### config.mk
export PLATFORM = sky130hd
export DESIGN_NAME = bus_write_bank_flat
export DESIGN_NICKNAME = d
export VERILOG_FILES = /design/src/rtl/bus_write_bank_if.sv /design/src/rtl/bus_write_bank.sv /design/src/flat_wrapper.sv
export SDC_FILE = /design/constraint.sdc
export NUM_CORES = 1
export LEC_CHECK = 0
export BUFFER_PORTS_ARGS = -buffer_cell sky130_fd_sc_hd__buf_4
export CAP_MARGIN = 20
export CORE_ASPECT_RATIO = 1.5
export CORE_MARGIN = 5
export CORE_UTILIZATION = 50
export DETAILED_ROUTE_END_ITERATION = 8
export GPL_TIMING_DRIVEN = 0
export PLACE_DENSITY_LB_ADDON = 0.05
export SKIP_CTS_REPAIR_TIMING = 1
export SLEW_MARGIN = 20
export SYNTH_ARGS = -nofsm -noshare
export SYNTH_HDL_FRONTEND = slang
export SYNTH_SLANG_ARGS = --single-unit
### constraint.sdc
create_clock -name clk -period 2.4 [get_ports clk]
set_clock_uncertainty 0.2 [all_clocks]
set_input_delay 0 -clock clk [delete_from_list [all_inputs] [get_ports clk]]
set_output_delay 0 -clock clk [all_outputs]
set_load 0.01 [all_outputs]
### src/rtl/bus_write_bank_if.sv
// Bus-side signal bundle for bus_write_bank: write/increment controls in, register
// contents and data-memory write port out.
interface bus_write_bank_if #(
  parameter int NARROW_W = 8,
  parameter int WIDE_W   = 16
);
  logic [WIDE_W-1:0]   bus_in;
  logic [3:0]          write_en;
  logic [3:0]          inc_en;
  logic                alu_load;
  logic [WIDE_W-1:0]   alu_in;
  logic                clr_ac;

  logic [NARROW_W-1:0] pc, dr, r, r1, r2, ri, rj, rk, r3, ar;
  logic [WIDE_W-1:0]   ac, tr;
  logic                dm_we;
  logic [NARROW_W-1:0] dm_wdata;
  logic                z_flag;

  modport master (
    output bus_in, write_en, inc_en, alu_load, alu_in, clr_ac,
    input  pc, dr, r, r1, r2, ri, rj, rk, r3, ar, ac, tr, dm_we, dm_wdata, z_flag
  );

  modport slave (
    input  bus_in, write_en, inc_en, alu_load, alu_in, clr_ac,
    output pc, dr, r, r1, r2, ri, rj, rk, r3, ar, ac, tr, dm_we, dm_wdata, z_flag
  );
endinterface

### src/rtl/bus_write_bank.sv
// Destination side of the shared datapath bus: latches bus_in into the selected
// register, applies increment / ALU-load / clear, and strobes data-memory writes.
module bus_write_bank #(
  parameter int NARROW_W = 8,
  parameter int WIDE_W   = 16
) (
  input  logic             clk,
  input  logic             rst,
  bus_write_bank_if.slave  bus
);
  localparam logic [3:0] SEL_DM = 4'd1;
  localparam logic [3:0] SEL_PC = 4'd2;
  localparam logic [3:0] SEL_DR = 4'd3;
  localparam logic [3:0] SEL_R  = 4'd4;
  localparam logic [3:0] SEL_AC = 4'd5;
  localparam logic [3:0] SEL_TR = 4'd6;
  localparam logic [3:0] SEL_R1 = 4'd7;
  localparam logic [3:0] SEL_R2 = 4'd8;
  localparam logic [3:0] SEL_RI = 4'd9;
  localparam logic [3:0] SEL_RJ = 4'd10;
  localparam logic [3:0] SEL_RK = 4'd11;
  localparam logic [3:0] SEL_R3 = 4'd12;
  localparam logic [3:0] SEL_AR = 4'd13;

  localparam logic [NARROW_W-1:0] N_ONE = NARROW_W'(1);
  localparam logic [WIDE_W-1:0]   W_ONE = WIDE_W'(1);

  logic [NARROW_W-1:0] pc, dr, r, r1, r2, ri, rj, rk, r3, ar, dm_wdata;
  logic [WIDE_W-1:0]   ac, tr;
  logic                dm_we;

  // Bus write wins over increment on the same register; the increment is dropped.
  function automatic logic [NARROW_W-1:0] next_narrow(
    input logic [NARROW_W-1:0] cur,
    input logic [3:0]          code,
    input logic                incable,
    input logic [3:0]          we,
    input logic [3:0]          inc,
    input logic [NARROW_W-1:0] din
  );
    if (we == code)
      return din;
    else if (incable && inc == code)
      return cur + N_ONE;
    else
      return cur;
  endfunction

  logic [NARROW_W-1:0] bus_lo;
  assign bus_lo = bus.bus_in[NARROW_W-1:0];

  always_ff @(posedge clk) begin
    if (rst) begin
      pc       <= '0;
      dr       <= '0;
      r        <= '0;
      r1       <= '0;
      r2       <= '0;
      ri       <= '0;
      rj       <= '0;
      rk       <= '0;
      r3       <= '0;
      ar       <= '0;
      ac       <= '0;
      tr       <= '0;
      dm_we    <= 1'b0;
      dm_wdata <= '0;
    end else begin
      pc <= next_narrow(pc, SEL_PC, 1'b1, bus.write_en, bus.inc_en, bus_lo);
      dr <= next_narrow(dr, SEL_DR, 1'b0, bus.write_en, bus.inc_en, bus_lo);
      r  <= next_narrow(r,  SEL_R,  1'b0, bus.write_en, bus.inc_en, bus_lo);
      r1 <= next_narrow(r1, SEL_R1, 1'b0, bus.write_en, bus.inc_en, bus_lo);
      r2 <= next_narrow(r2, SEL_R2, 1'b0, bus.write_en, bus.inc_en, bus_lo);
      ri <= next_narrow(ri, SEL_RI, 1'b1, bus.write_en, bus.inc_en, bus_lo);
      rj <= next_narrow(rj, SEL_RJ, 1'b1, bus.write_en, bus.inc_en, bus_lo);
      rk <= next_narrow(rk, SEL_RK, 1'b1, bus.write_en, bus.inc_en, bus_lo);
      r3 <= next_narrow(r3, SEL_R3, 1'b0, bus.write_en, bus.inc_en, bus_lo);
      ar <= next_narrow(ar, SEL_AR, 1'b0, bus.write_en, bus.inc_en, bus_lo);

      // ac priority: clear, then ALU result, then bus, then increment.
      if (bus.clr_ac)
        ac <= '0;
      else if (bus.alu_load)
        ac <= bus.alu_in;
      else if (bus.write_en == SEL_AC)
        ac <= bus.bus_in;
      else if (bus.inc_en == SEL_AC)
        ac <= ac + W_ONE;

      if (bus.write_en == SEL_TR)
        tr <= bus.bus_in;

      dm_we <= (bus.write_en == SEL_DM);
      if (bus.write_en == SEL_DM)
        dm_wdata <= bus_lo;
    end
  end

  assign bus.pc       = pc;
  assign bus.dr       = dr;
  assign bus.r        = r;
  assign bus.r1       = r1;
  assign bus.r2       = r2;
  assign bus.ri       = ri;
  assign bus.rj       = rj;
  assign bus.rk       = rk;
  assign bus.r3       = r3;
  assign bus.ar       = ar;
  assign bus.ac       = ac;
  assign bus.tr       = tr;
  assign bus.dm_we    = dm_we;
  assign bus.dm_wdata = dm_wdata;
  assign bus.z_flag   = (ac == '0);
endmodule
### src/flat_wrapper.sv
// flat-port wrapper written by rule: the top's interface ports become plain ports
module bus_write_bank_flat 
#(
  parameter int NARROW_W = 8,
  parameter int WIDE_W   = 16
)
  (clk, rst, bus_bus_in, bus_write_en, bus_inc_en, bus_alu_load, bus_alu_in, bus_clr_ac, bus_pc, bus_dr, bus_r, bus_r1, bus_r2, bus_ri, bus_rj, bus_rk, bus_r3, bus_ar, bus_ac, bus_tr, bus_dm_we, bus_dm_wdata, bus_z_flag);
  bus_write_bank_if #(.NARROW_W(NARROW_W), .WIDE_W(WIDE_W)) bus_i ();
  input  logic clk;
  input  logic rst;
  input wire logic [$bits(bus_i.bus_in)-1:0] bus_bus_in;
  input wire logic [$bits(bus_i.write_en)-1:0] bus_write_en;
  input wire logic [$bits(bus_i.inc_en)-1:0] bus_inc_en;
  input wire logic [$bits(bus_i.alu_load)-1:0] bus_alu_load;
  input wire logic [$bits(bus_i.alu_in)-1:0] bus_alu_in;
  input wire logic [$bits(bus_i.clr_ac)-1:0] bus_clr_ac;
  output wire logic [$bits(bus_i.pc)-1:0] bus_pc;
  output wire logic [$bits(bus_i.dr)-1:0] bus_dr;
  output wire logic [$bits(bus_i.r)-1:0] bus_r;
  output wire logic [$bits(bus_i.r1)-1:0] bus_r1;
  output wire logic [$bits(bus_i.r2)-1:0] bus_r2;
  output wire logic [$bits(bus_i.ri)-1:0] bus_ri;
  output wire logic [$bits(bus_i.rj)-1:0] bus_rj;
  output wire logic [$bits(bus_i.rk)-1:0] bus_rk;
  output wire logic [$bits(bus_i.r3)-1:0] bus_r3;
  output wire logic [$bits(bus_i.ar)-1:0] bus_ar;
  output wire logic [$bits(bus_i.ac)-1:0] bus_ac;
  output wire logic [$bits(bus_i.tr)-1:0] bus_tr;
  output wire logic [$bits(bus_i.dm_we)-1:0] bus_dm_we;
  output wire logic [$bits(bus_i.dm_wdata)-1:0] bus_dm_wdata;
  output wire logic [$bits(bus_i.z_flag)-1:0] bus_z_flag;
  assign bus_i.bus_in = bus_bus_in;
  assign bus_i.write_en = bus_write_en;
  assign bus_i.inc_en = bus_inc_en;
  assign bus_i.alu_load = bus_alu_load;
  assign bus_i.alu_in = bus_alu_in;
  assign bus_i.clr_ac = bus_clr_ac;
  assign bus_pc = bus_i.pc;
  assign bus_dr = bus_i.dr;
  assign bus_r = bus_i.r;
  assign bus_r1 = bus_i.r1;
  assign bus_r2 = bus_i.r2;
  assign bus_ri = bus_i.ri;
  assign bus_rj = bus_i.rj;
  assign bus_rk = bus_i.rk;
  assign bus_r3 = bus_i.r3;
  assign bus_ar = bus_i.ar;
  assign bus_ac = bus_i.ac;
  assign bus_tr = bus_i.tr;
  assign bus_dm_we = bus_i.dm_we;
  assign bus_dm_wdata = bus_i.dm_wdata;
  assign bus_z_flag = bus_i.z_flag;
  bus_write_bank #(.NARROW_W(NARROW_W), .WIDE_W(WIDE_W)) u_core (.clk(clk), .rst(rst), .bus(bus_i));
endmodule
Yosys cells after proc, flatten, opt, wreduce, memory -nomap -nowiden
Index checks and enable logic that the tools add are counted.
Widths: inputs -> output; s select.
{"block": "word_totals", "ff_bits": 121, "input_bits": 44, "output_inout_bits": 122, "word_cells": 55}
{"block": "classes", "add_sub_neg": 5, "eq_ne": 18, "muxes": 11, "n_reduce_logical": 7}
{"op": "$mux 8", "count": 8}
{"op": "$mux 16", "count": 3}
{"op": "$eq 4x4->1 const B", "count": 9}
{"op": "$add 8x1->8 const B", "count": 4}
{"op": "$eq 4x3->1 const B", "count": 5}
{"op": "$add 16x1->16 const B", "count": 1}
{"op": "$logic_not 16->1", "count": 1}
{"op": "$eq 4x2->1 const B", "count": 3}
{"op": "$reduce_bool 2->1", "count": 4}
{"op": "$eq 4x1->1 const B", "count": 1}
{"op": "$reduce_bool 3->1", "count": 1}
{"op": "$reduce_or 2->1", "count": 1}

Depth between registers and ports, before layout
Gate-level depths: netlist of run 1.
{"block": "depth", "ltp_word": 4, "ltp_mapped": 8, "ltp_nobuf": 6}

Least setup slack after synthesis of run 1
OpenSTA, ideal clock, no wires.
{"block": "synth_path", "path_kind": "register to register", "startpoint": "reg u_core.ac[0], in the netlist u_core.bus.ac[0]", "endpoint": "reg u_core.ac[6], in the netlist u_core.bus.ac[6]", "setup_time_ps": 71, "arrival_time_ps": 1635, "required_ps": 2129, "slack_ps": 495, "stages_incl_launch_ff": 8, "path_buffers": 1, "synth_period_minus_slack_ps": 1905, "cell_sequence": "dfxtp_1 -> ha_1 -> and3_1 -> buf_2 -> o2111ai_1 -> xor2_1 -> a211o_1 -> a21oi_1"}
{"block": "synth_between", "elab_chain_len": 4}
{"element": "from (decl)", "line": "bus_write_bank.sv:29", "text": "logic [WIDE_W-1:0] ac, tr;"}
{"element": "from (signal assigned)", "line": "bus_write_bank.sv:84", "text": "ac <= bus.alu_in;"}
{"element": "from (signal assigned)", "line": "bus_write_bank.sv:86", "text": "ac <= bus.bus_in;"}
{"element": "from (signal assigned)", "line": "bus_write_bank.sv:88", "text": "ac <= ac + W_ONE;"}
{"element": "$add 16x1->16", "line": "bus_write_bank.sv:88"}
{"element": "$mux 16", "line": "bus_write_bank.sv:87", "text": "else if (bus.inc_en == SEL_AC)"}
{"element": "$mux 16", "line": "bus_write_bank.sv:85", "text": "else if (bus.write_en == SEL_AC)"}
{"element": "$mux 16", "line": "bus_write_bank.sv:83", "text": "else if (bus.alu_load)"}
No other way between the ends. The select of a mux whose other input is x is not followed.
A chain may end at the register's enable or synchronous reset.

Worst setup path in the final report of run 1
{"block": "layout_path", "startpoint": "reg u_core.ac[2], in the netlist u_core.bus.ac[2]", "endpoint": "reg u_core.ac[5], in the netlist u_core.bus.ac[5]"}
Same word-level chain as after synthesis.

==> results.yml, run 1 <==
clock_network:
  clk_pin_slew_ns: 0.05
  worst_skew_pair.late_latency_ns: 0.41
  ctsRootBufferMaster: "clkbuf_16"
  numCtsBuffers: 17
  clock_sinks: 121
  cts.path.max_buffers: 2
  cts_tree: "done"
  cts_max_level: 4
worst_setup_path:
  worst_path_largest_cell_delay_ns: 0.57
  rrSetupSlack_ns: 0.04
  start_kind: "register"
  reg2reg_depth: 6
  worstSetupPathType: "reg -> reg"
  endpoint_kind: "register"
  path_delay_family: "compound AO/OA/AOI/OAI gates"
  crit_arrival_ns: 2.52
  worst-path-max-fanout: 8
  critPathRequiredTime_ns: 2.55
  cp_cell_sequence: "and4_1, o211ai_1, xor2_1, a211o_1, a21oi_1, dlygate4sd3_1"
  slowest_stage: "dlygate4sd3_1"
  cp_num_buf_inv: 1
  worstReg2RegStart: "u_core.bus.ac[2]"
  reg2reg_to: "u_core.bus.ac[5]"
global_routing:
  track_usage_pct: 26.7
  grt_max_degree: 17
  antenna_found_initial: 0
  grt_pass1_vias: 5555
  grt_pass1_wl_um: 27800
  grt_overflow: 0
status:
  status: "finished, violations left"
  failed_checks: "negative hold slack"
placement:
  port_buffers: 161
  pre_cts_slack_ns: 0.342
  place_area_um2: 6860
  dp_hpwl_um: 12900
  place_congestion: 0.938
finish:
  seqCellArea_um2: 2420
  final_cell_mix: "nand2_1 (175), buf_4 (161), dfxtp_1 (121)"
  n_antenna_cell: 0
  drive_gt1_share_pct: 23.1
  multiInputGateArea_um2: 2830
  utilization_pct: 74.3
  final_common_cell: "nand2_1"
  fin_area_um2: 7920
  nets: 960
  fillCellCount: 852
  area_growth_syn_to_layout_pct: 44.7
floorplanning:
  pin_count: 166
  die-area_um2: 13200
  start_util_pct: 51.4
  die_h_um: 138
  die_w_um: 95.4
  rows: 46
  coreArea_um2: 10600
power_and_ir_drop:
  leakage_uw: 0.00322
  finalPower_uw: 5410
  p_per_area_nw_per_um2: 683
  vdd.ir_drop.worst_mv: 0.498
flow_run:
  max_cap_viol_count: 0
routing:
  vias: 5871
  ant_nets: 0
  viasPerCell: 5.50
  wirelength_um: 18500
  drtIter0Drc: 285
  wl_per_cell_um: 17.3
  drc: 0
  dr.pass1.iters: 6
timing:
  setup_slack_ns: 0.0351
  fmax_mhz: 423
  worst_hold_slack_ns: -0.0118
  slew_headroom_pct: 42.6
  worst_pin_slew_ns: 0.855
  slew_viol_final: 0
  hold_viol: 6
  fin_crit_ns: 2.36
  fin_crit_sh_pct: 98.5
  finalSetupViolations: 0
logic_synthesis:
  yosysTopAreaCell: "dfxtp_1"
  synth_seq_cells: 121
  mappedNetlistArea_um2: 5470
  synth_nets: 738
  avgSynthCellArea_um2: 7.95
  yosysSeqAreaShare_pct: 44.3
  synth_cell_types: 50
  synth_top_area_share_pct: 44.3
  ys_warn_count: 0
  synth_area_leaders: "dfxtp_1 (44%), nand2_1 (12%), a21oi_1 (8.0%), a211oi_1 (4.7%), xor2_1 (4.6%)"
  synth_cells: 688
hold_path:
  hold_end: "u_core.bus.ac[3]"
  hp-start: "rst"
  hold_path_class: "in -> reg"
  whs_path_depth: 4
[area by class of cell]
type	instances	area share [%]
multi-input combinational	515	35.8
tap	144	2.28
clock inverter	14	2.47
clock buffer	18	5.55
timing repair buffer	203	20.6
inverter	4	0.190
sequential	121	30.6
buffer	48	2.53
[per-stage QoR]
step	setup TNS (ns)	instances
floorplan	0	688
global placement	0	993
detailed placement	0	993
CTS	0	1025
global route	-0.00369	1067
finish	0	1067
[flip-flops by register name, indices dropped and copies added (netlist names)]
register             flops
u_core.bus.ac           16
u_core.bus.ar            8
u_core.bus.dm_wdata      8
u_core.bus.dm_we         1
u_core.bus.dr            8
u_core.bus.pc            8
u_core.bus.r             8
u_core.bus.r1            8
u_core.bus.r2            8
u_core.bus.r3            8
u_core.bus.ri            8
u_core.bus.rj            8
u_core.bus.rk            8
u_core.bus.tr           16
[cells by family after synthesis]
logic type	share of synthesized area (%)
mux	1.10
fa+ha+maj	1.37
flops	44.3
xor+xnor	6.08
simple gates	26.2
compound gates	17.1
buf+inv	3.93
[power breakdown]
part	switching, uW	total (uW)	internal (uW)
combinational	297	554	256
sequential	61.7	2130	2070
clock	956	2730	1770
total	1320	5410	4090
[tightest hold or removal path: stages]
cell	delay, ns
buf_2	0.22
nor2_1	0.19
o21ai_0	0.10
a21oi_1	0.04
[cell usage after synthesis (all sizes together)]
cell       n
o31ai      1
a211o      5
nor3b      1
dfxtp    121
o21a       2
nand3     14
nor3       7
buf       13
nor4       2
nand4     15
xnor2      9
nor2      57
inv        4
a311oi     2
and4b      2
o2111ai    2
and4bb     4
o21ai      9
or2        2
and4       5
a211oi    34
or3        4
a21oi     87
nor2b      4
nand2b     3
mux2i      6
and2       3
o211ai     1
clkbuf    35
a221oi     2
nand4bb    1
ha         6
nor4b      2
o22ai      1
o311ai     1
xor2      29
a22oi      3
nand2    175
and3      11
o32ai      2
a41oi      1
[how the worst max path moves through the flow]
stage / startpoint / end / slack (ns) / cells past startpoint
2_1_floorplan: u_core.bus.ac[0] / u_core.bus.ac[6] / 0.49 / 7
3_3_place_gp: u_core.bus.ac[0] / u_core.bus.ac[10] / 0.35 / 7
3_5_place_dp: u_core.bus.ac[0] / u_core.bus.ac[10] / 0.34 / 7
4_1_cts: u_core.bus.ac[0] / u_core.bus.ac[10] / 0.31 / 7
5_1_grt: u_core.bus.ac[3] / u_core.bus.ac[5] / -0.004 / 6
6_report: u_core.bus.ac[2] / u_core.bus.ac[5] / 0.04 / 6
[metal layers]
layer	global-route usage, %	up-vias	routed length (um)
met5	0	-	0
met4	10.7	0	467
met3	7.33	38	1320
met2	45.8	244	9740
met1	30.9	2760	6950
li1	-	2829	-
No activity file was read; power rests on OpenSTA's default activity.
==> run 2: changes to the inputs <==
ABC_AREA = 1   (was unset)
SLEW_MARGIN = unset   (was 20)
==> run 2 against run 1 <==
Net effect: the flow still finishes with violations (negative hold slack); hold slack gained 0.0052 ns; sequential power is essentially flat; worst setup slack gained 0.12 ns; via count grew 11%; design area grew 5.7%; flip-flop and latch count is the same; sequential share of layout area shrank 1.6 points; critical path depth grew 5; critical endpoint is now u_core.bus.rj[4]; highest routed layer unchanged.
==> results.yml, run 2 <==
floorplanning:
  die_h_um: 140
  coreArea_um2: 11100
  start_util_pct: 51.3
  pin_count: 166
  rows: 47
  die-area_um2: 13600
  die_w_um: 96.9
logic_synthesis:
  yosysTopAreaCell: "dfxtp_1"
  synth_fa_ha_area_share_pct: 1.32
  yosys.cell_count.top_type: "nand2_1"
  synth_top_area_share_pct: 42.7
  synth-edff-count: 0
  avgSynthCellArea_um2: 7.32
  synth_cells: 775
  synth_cell_types: 37
  ys_warn_count: 0
  synthFlopType: "dfxtp_1"
  yosysSeqAreaShare_pct: 42.7
  yosys-top-cells-count: "nand2_1 (136), dfxtp_1 (121), o21ai_0 (105)"
  synth-xor-area-share_pct: 3.40
  synth_nets: 825
  synth_seq_cells: 121
  synth-compound-area-share_pct: 21.9
  mappedNetlistArea_um2: 5670
  synth_area_leaders: "dfxtp_1 (43%), o21ai_0 (9.3%), a21oi_1 (9.2%), nand2_1 (9.0%), nor2_1 (4.3%)"
  postSynth.asyncResetShare_pct: 0
  synth_top_family_by_area: "simple AND/OR/NAND/NOR gates"
  synth_mux_area_share_pct: 0
  synth-simple-area-share_pct: 22.7
clock_network:
  ctsRootBufferMaster: "clkbuf_16"
  numCtsBuffers: 17
  clock_sinks: 121
  cts_max_level: 4
  cts.path.max_buffers: 2
  cts_tree: "done"
  clk_pin_slew_ns: 0.06
  worst_skew_pair.late_latency_ns: 0.41
routing:
  wirelength_um: 20000
  vias: 6525
  wl_per_cell_um: 16.8
  ant_nets: 0
  drc: 0
  drtIter0Drc: 408
  viasPerCell: 5.48
  dr.pass1.iters: 5
worst_setup_path:
  reg2reg_depth: 6
  slowest_stage: "dlygate4sd3_1"
  worstSetupPathType: "in -> reg"
  worstReg2RegStart: "u_core.bus.ac[2]"
  start_kind: "primary input"
  cpMostUsedCell: "dlygate4sd3_1"
  crit_arrival_ns: 2.34
  rrSetupSlack_ns: 0.21
  cp_cell_sequence: "buf_4, inv_2, nand2_4, dlygate4sd3_1, nor2_4, dlygate4sd3_1, inv_4, nand2_2, o22ai_1, a21oi_1, nor2_1"
  worst-path-max-fanout: 8
  endpoint_kind: "register"
  critPathRequiredTime_ns: 2.49
  worst_path_largest_cell_delay_ns: 0.71
  reg2reg_to: "u_core.bus.ac[5]"
finish:
  nets: 1079
  final_cell_mix: "buf_4 (172), nand2_1 (136), dfxtp_1 (121)"
  area_growth_syn_to_layout_pct: 47.5
  reg_top3: "u_core.bus.ac: 16 flops, u_core.bus.tr: 16 flops"
  drive_gt1_share_pct: 23.8
  final_common_cell: "buf_4"
timing:
  rsz0062_at_grt: "false"
  fmax_mhz: 445
  worst_hold_slack_ns: -0.00654
  slew_viol_final: 0
  worst_pin_slew_ns: 0.772
  hold_viol: 2
  tns_ns: 0
  fin_crit_sh_pct: 93.6
  slew_headroom_pct: 48.6
  finalSetupViolations: 0
  fin_crit_ns: 2.25
power_and_ir_drop:
  vdd.ir_drop.worst_mv: 0.513
  p_per_area_nw_per_um2: 631
  leakage_uw: 0.00376
  finalPower_uw: 5280
hold_path:
  hp-start: "bus_alu_load"
  hold_end: "u_core.bus.ac[6]"
  whs_path_depth: 5
  hold_path_class: "in -> reg"
placement:
  dp_hpwl_um: 13600
  port_buffers: 165
  place_congestion: 0.939
flow_run:
  max_cap_viol_count: 0
status:
  failed_checks: "negative hold slack"
  status: "finished, violations left"
global_routing:
  antenna_found_initial: 1
  grt_pass1_wl_um: 29500
  grt_max_degree: 17
  grt_overflow: 0
  grt_pass1_vias: 6046
  track_usage_pct: 26.5
run 2: changes by cell type in the layout (fill, tap and decap cells not counted), moves of 11 or more:
cell	delta
a211oi_1	-34
a21oi_1	+17
a31oi_1	+17
and3_1	-11
buf_4	+11
clkbuf_1	-17
dlygate4sd3_1	+28
inv_1	+60
nand2_1	-39
nand3_1	+18
o21ai_0	+96
xor2_1	-13
run 2: cell families after synthesis:
| logic type | Yosys count |
|---|---|
| compound gates | 240 |
| buf+inv | 107 |
| xor+xnor | 22 |
| fa+ha+maj | 6 |
| flops | 121 |
| simple gates | 279 |
run 2: layout make-up:
type | count | area, um2
Antenna cell | 1 | 2.50
Buffer | 32 | 163
Clock buffer | 18 | 429
Clock inverter | 14 | 140
Fill cell | 828 | 2690
Inverter | 75 | 287
Multi-Input combinational cell | 547 | 2800
Sequential cell | 121 | 2420
Tap cell | 147 | 184
Timing Repair Buffer | 235 | 1940
run 2: per-layer routing:
layer	part of all wire, %	GRT usage [%]
met5	0	0
met4	3.1	13.0
met3	7.8	8.61
met2	51	45.6
met1	38	29.4
run 2: report_power, final:
part,internal (uW),switching [uW]
Combinational,304,362
Sequential,2080,64.7
Clock,1450,1020
run 2: how the worst max path moves through the flow:
stage / from / end / slack (ns)
2_1_floorplan: u_core.bus.ac[1] / u_core.bus.ac[8] / 0.76
3_3_place_gp: u_core.bus.ac[1] / u_core.bus.ac[8] / 0.59
3_5_place_dp: u_core.bus.ac[1] / u_core.bus.ac[8] / 0.57
4_1_cts: u_core.bus.ac[1] / u_core.bus.ac[8] / 0.57
5_1_grt: bus_write_en[2] / u_core.bus.rj[6] / 0.08
6_report: bus_write_en[2] / u_core.bus.rj[4] / 0.15
run 2: through the flow:
stage	setup WS, ns	util (%)	instance area, um2	cells
2_1_floorplan	0.756	-	5670	775
4_1_cts	0.567	69.3	7660	1119
3_3_place_gp	0.586	64.1	7090	1087
6_report	0.154	75.7	8360	1190
3_5_place_dp	0.572	64.1	7090	1087
5_1_grt	0.0835	75.7	8360	1190
run 2: critical path, delay by kind of cell:
| family | cells | cell delay [ns] |
|---|---|---|
| buf+inv | 5 | 1.67 |
| simple gates | 4 | 0.41 |
| compound gates | 2 | 0.25 |
==> run 3: changes to the inputs <==
==> constraint.sdc (replaced) <==
create_clock -name clk -period 2.4 [get_ports clk]
set_clock_uncertainty 0.2 [all_clocks]
set_input_delay 0.24 -clock clk [delete_from_list [all_inputs] [get_ports clk]]
set_output_delay 0.24 -clock clk [all_outputs]
set_load 0.01 [all_outputs]
==> run 3 against run 2 <==
Net effect: the flow still finishes with violations (negative hold slack); fmax is 16% higher; largest cell class unchanged; via count is 3.9% lower; highest routed layer unchanged; core utilization is 3.9 points lower.
==> results.yml, run 3 (synthesis gave the netlist of run 2 again) <==
finish:
  multiInputGateArea_um2: 2800
  n_antenna_cell: 0
  area_growth_syn_to_layout_pct: 39.9
  fin_cells: 1146
  seqCellArea_um2: 2420
  fillCellCount: 909
  reg_top3: "u_core.bus.ac: 16 flops, u_core.bus.tr: 16 flops"
  final_cell_mix: "buf_4 (172), nand2_1 (136), dfxtp_1 (121)"
  nets: 1036
  drive_gt1_share_pct: 24.8
  final_common_cell: "buf_4"
floorplanning:
  pin_count: 166
  die_w_um: 96.9
  die-area_um2: 13600
  die_h_um: 140
  start_util_pct: 51.3
  rows: 47
  coreArea_um2: 11100
global_routing:
  grt_max_degree: 17
  track_usage_pct: 26.5
  grt.busiest_layer: "met2"
  grt_use_met1_pct: 29.4
  grt_overflow: 0
  grt_use_met3_pct: 8.61
  antenna_found_initial: 0
  grt_use_met2_pct: 45.6
  grt_pass1_vias: 6046
  grt_pass1_wl_um: 29500
power_and_ir_drop:
  vdd.ir_drop.worst_mv: 0.515
  leakage_uw: 0.00358
  p_per_area_nw_per_um2: 659
placement:
  dp_hpwl_um: 13600
  port_buffers: 165
  dpl.cell_count: 1087
  place_congestion: 0.939
timing:
  fin_crit_sh_pct: 80.4
  fmax_mhz: 518
  fin_crit_ns: 1.93
  slew_headroom_pct: 49.0
  worst_pin_slew_ns: 0.765
  worst_hold_slack_ns: -0.0309
  slew_viol_final: 0
  finalSetupViolations: 0
  hold_viol: 4
  tns_ns: 0
  rsz0062_at_grt: "false"
worst_setup_path:
  rrSetupSlack_ns: 0.49
  cp_cell_sequence: "dlygate4sd3_1, buf_4, inv_1, clkbuf_1, o22ai_1, a21oi_1, nor2_1"
  path_delay_family: "buffers and inverters"
  worstSetupPathType: "in -> reg"
  reg2reg_depth: 7
  worstReg2RegStart: "u_core.bus.ac[0]"
  cp_num_buf_inv: 4
  critPathRequiredTime_ns: 2.48
  slowest_stage: "clkbuf_1"
  reg2reg_to: "u_core.bus.ac[1]"
  start_kind: "primary input"
  worst-path-max-fanout: 10
  endpoint_kind: "register"
  crit_arrival_ns: 2.01
  worst_path_largest_cell_delay_ns: 0.59
routing:
  ant_nets: 0
  drc: 0
  dr.pass1.iters: 6
  wl_per_cell_um: 16.6
  vias: 6268
  wirelength_um: 19100
  viasPerCell: 5.47
  drtIter0Drc: 363
clock_network:
  cts_max_level: 4
  ctsRootBufferMaster: "clkbuf_16"
  numCtsBuffers: 17
  cts.path.max_buffers: 2
  cts_tree: "done"
  clock_sinks: 121
  worst_skew_pair.late_latency_ns: 0.41
  clk_pin_slew_ns: 0.06
hold_path:
  hold_path_class: "in -> reg"
  hold_end: "u_core.bus.ac[9]"
  hp-start: "bus_alu_in[9]"
  whs_path_depth: 5
status:
  status: "finished, violations left"
  failed_checks: "negative hold slack"
flow_run:
  max_cap_viol_count: 0
[run 3: changes by cell type in the layout (fill, tap and decap cells not counted), sizes merged]
cell         change
dlygate4sd3     -43
diode            -1
[run 3: worst max-delay path by stage]
stage                          start          endpoint  slack [ns]  cells after the start
CTS                 u_core.bus.ac[0]        bus_z_flag        0.46                      5
global route        u_core.bus.ac[2]        bus_z_flag        0.34                      4
detailed placement  u_core.bus.ac[1]  u_core.bus.ac[8]        0.57                      8
floorplan           u_core.bus.ac[1]  u_core.bus.ac[8]        0.76                      8
finish                 bus_bus_in[6]  u_core.bus.rj[6]        0.47                      7
global placement    u_core.bus.ac[1]  u_core.bus.ac[8]        0.59                      8
[run 3: layout make-up]
cell class / instances / share of cell area, %
multi-input combinational: 547 / 35.3
clock inverter: 14 / 1.77
timing repair buffer: 192 / 19.0
inverter: 75 / 3.61
sequential: 121 / 30.5
clock buffer: 18 / 5.41
buffer: 32 / 2.05
tap: 147 / 2.32
[run 3: where the power goes]
| group | internal, uW | total (uW) | switching (uW) |
|---|---|---|---|
| sequential | 2080 | 2140 | 64.4 |
| combinational | 268 | 615 | 347 |
| clock | 1450 | 2470 | 1020 |
[run 3: worst reg2reg max path: stages (launching register included)]
cell	delay, ns
dfxtp_1	0.41
inv_1	0.10
ha_1	0.29
nand2_1	0.07
nand2_1	0.05
nand2_1	0.05
a31oi_1	0.07
dlygate4sd3_1	0.56
[run 3: metrics by stage]
step,total power (uW),setup slack [ns],area (um2),util (%),hold WS (ns)
3_3_place_gp,2740,0.586,7090,64.1,0.290
2_1_floorplan,2470,0.756,5670,-,0.175
4_1_cts,5200,0.465,7660,69.3,-0.140
3_5_place_dp,2760,0.572,7090,64.1,0.292
6_report,5220,0.470,7930,71.7,-0.0309
5_1_grt,5410,0.344,7930,71.7,0.00129
[run 3: per-layer routing]
metal	vias up	routed length, um
li1	3009	-
met1	2906	7310
met2	303	9660
met3	50	1590
met4	0	510
met5	-	0
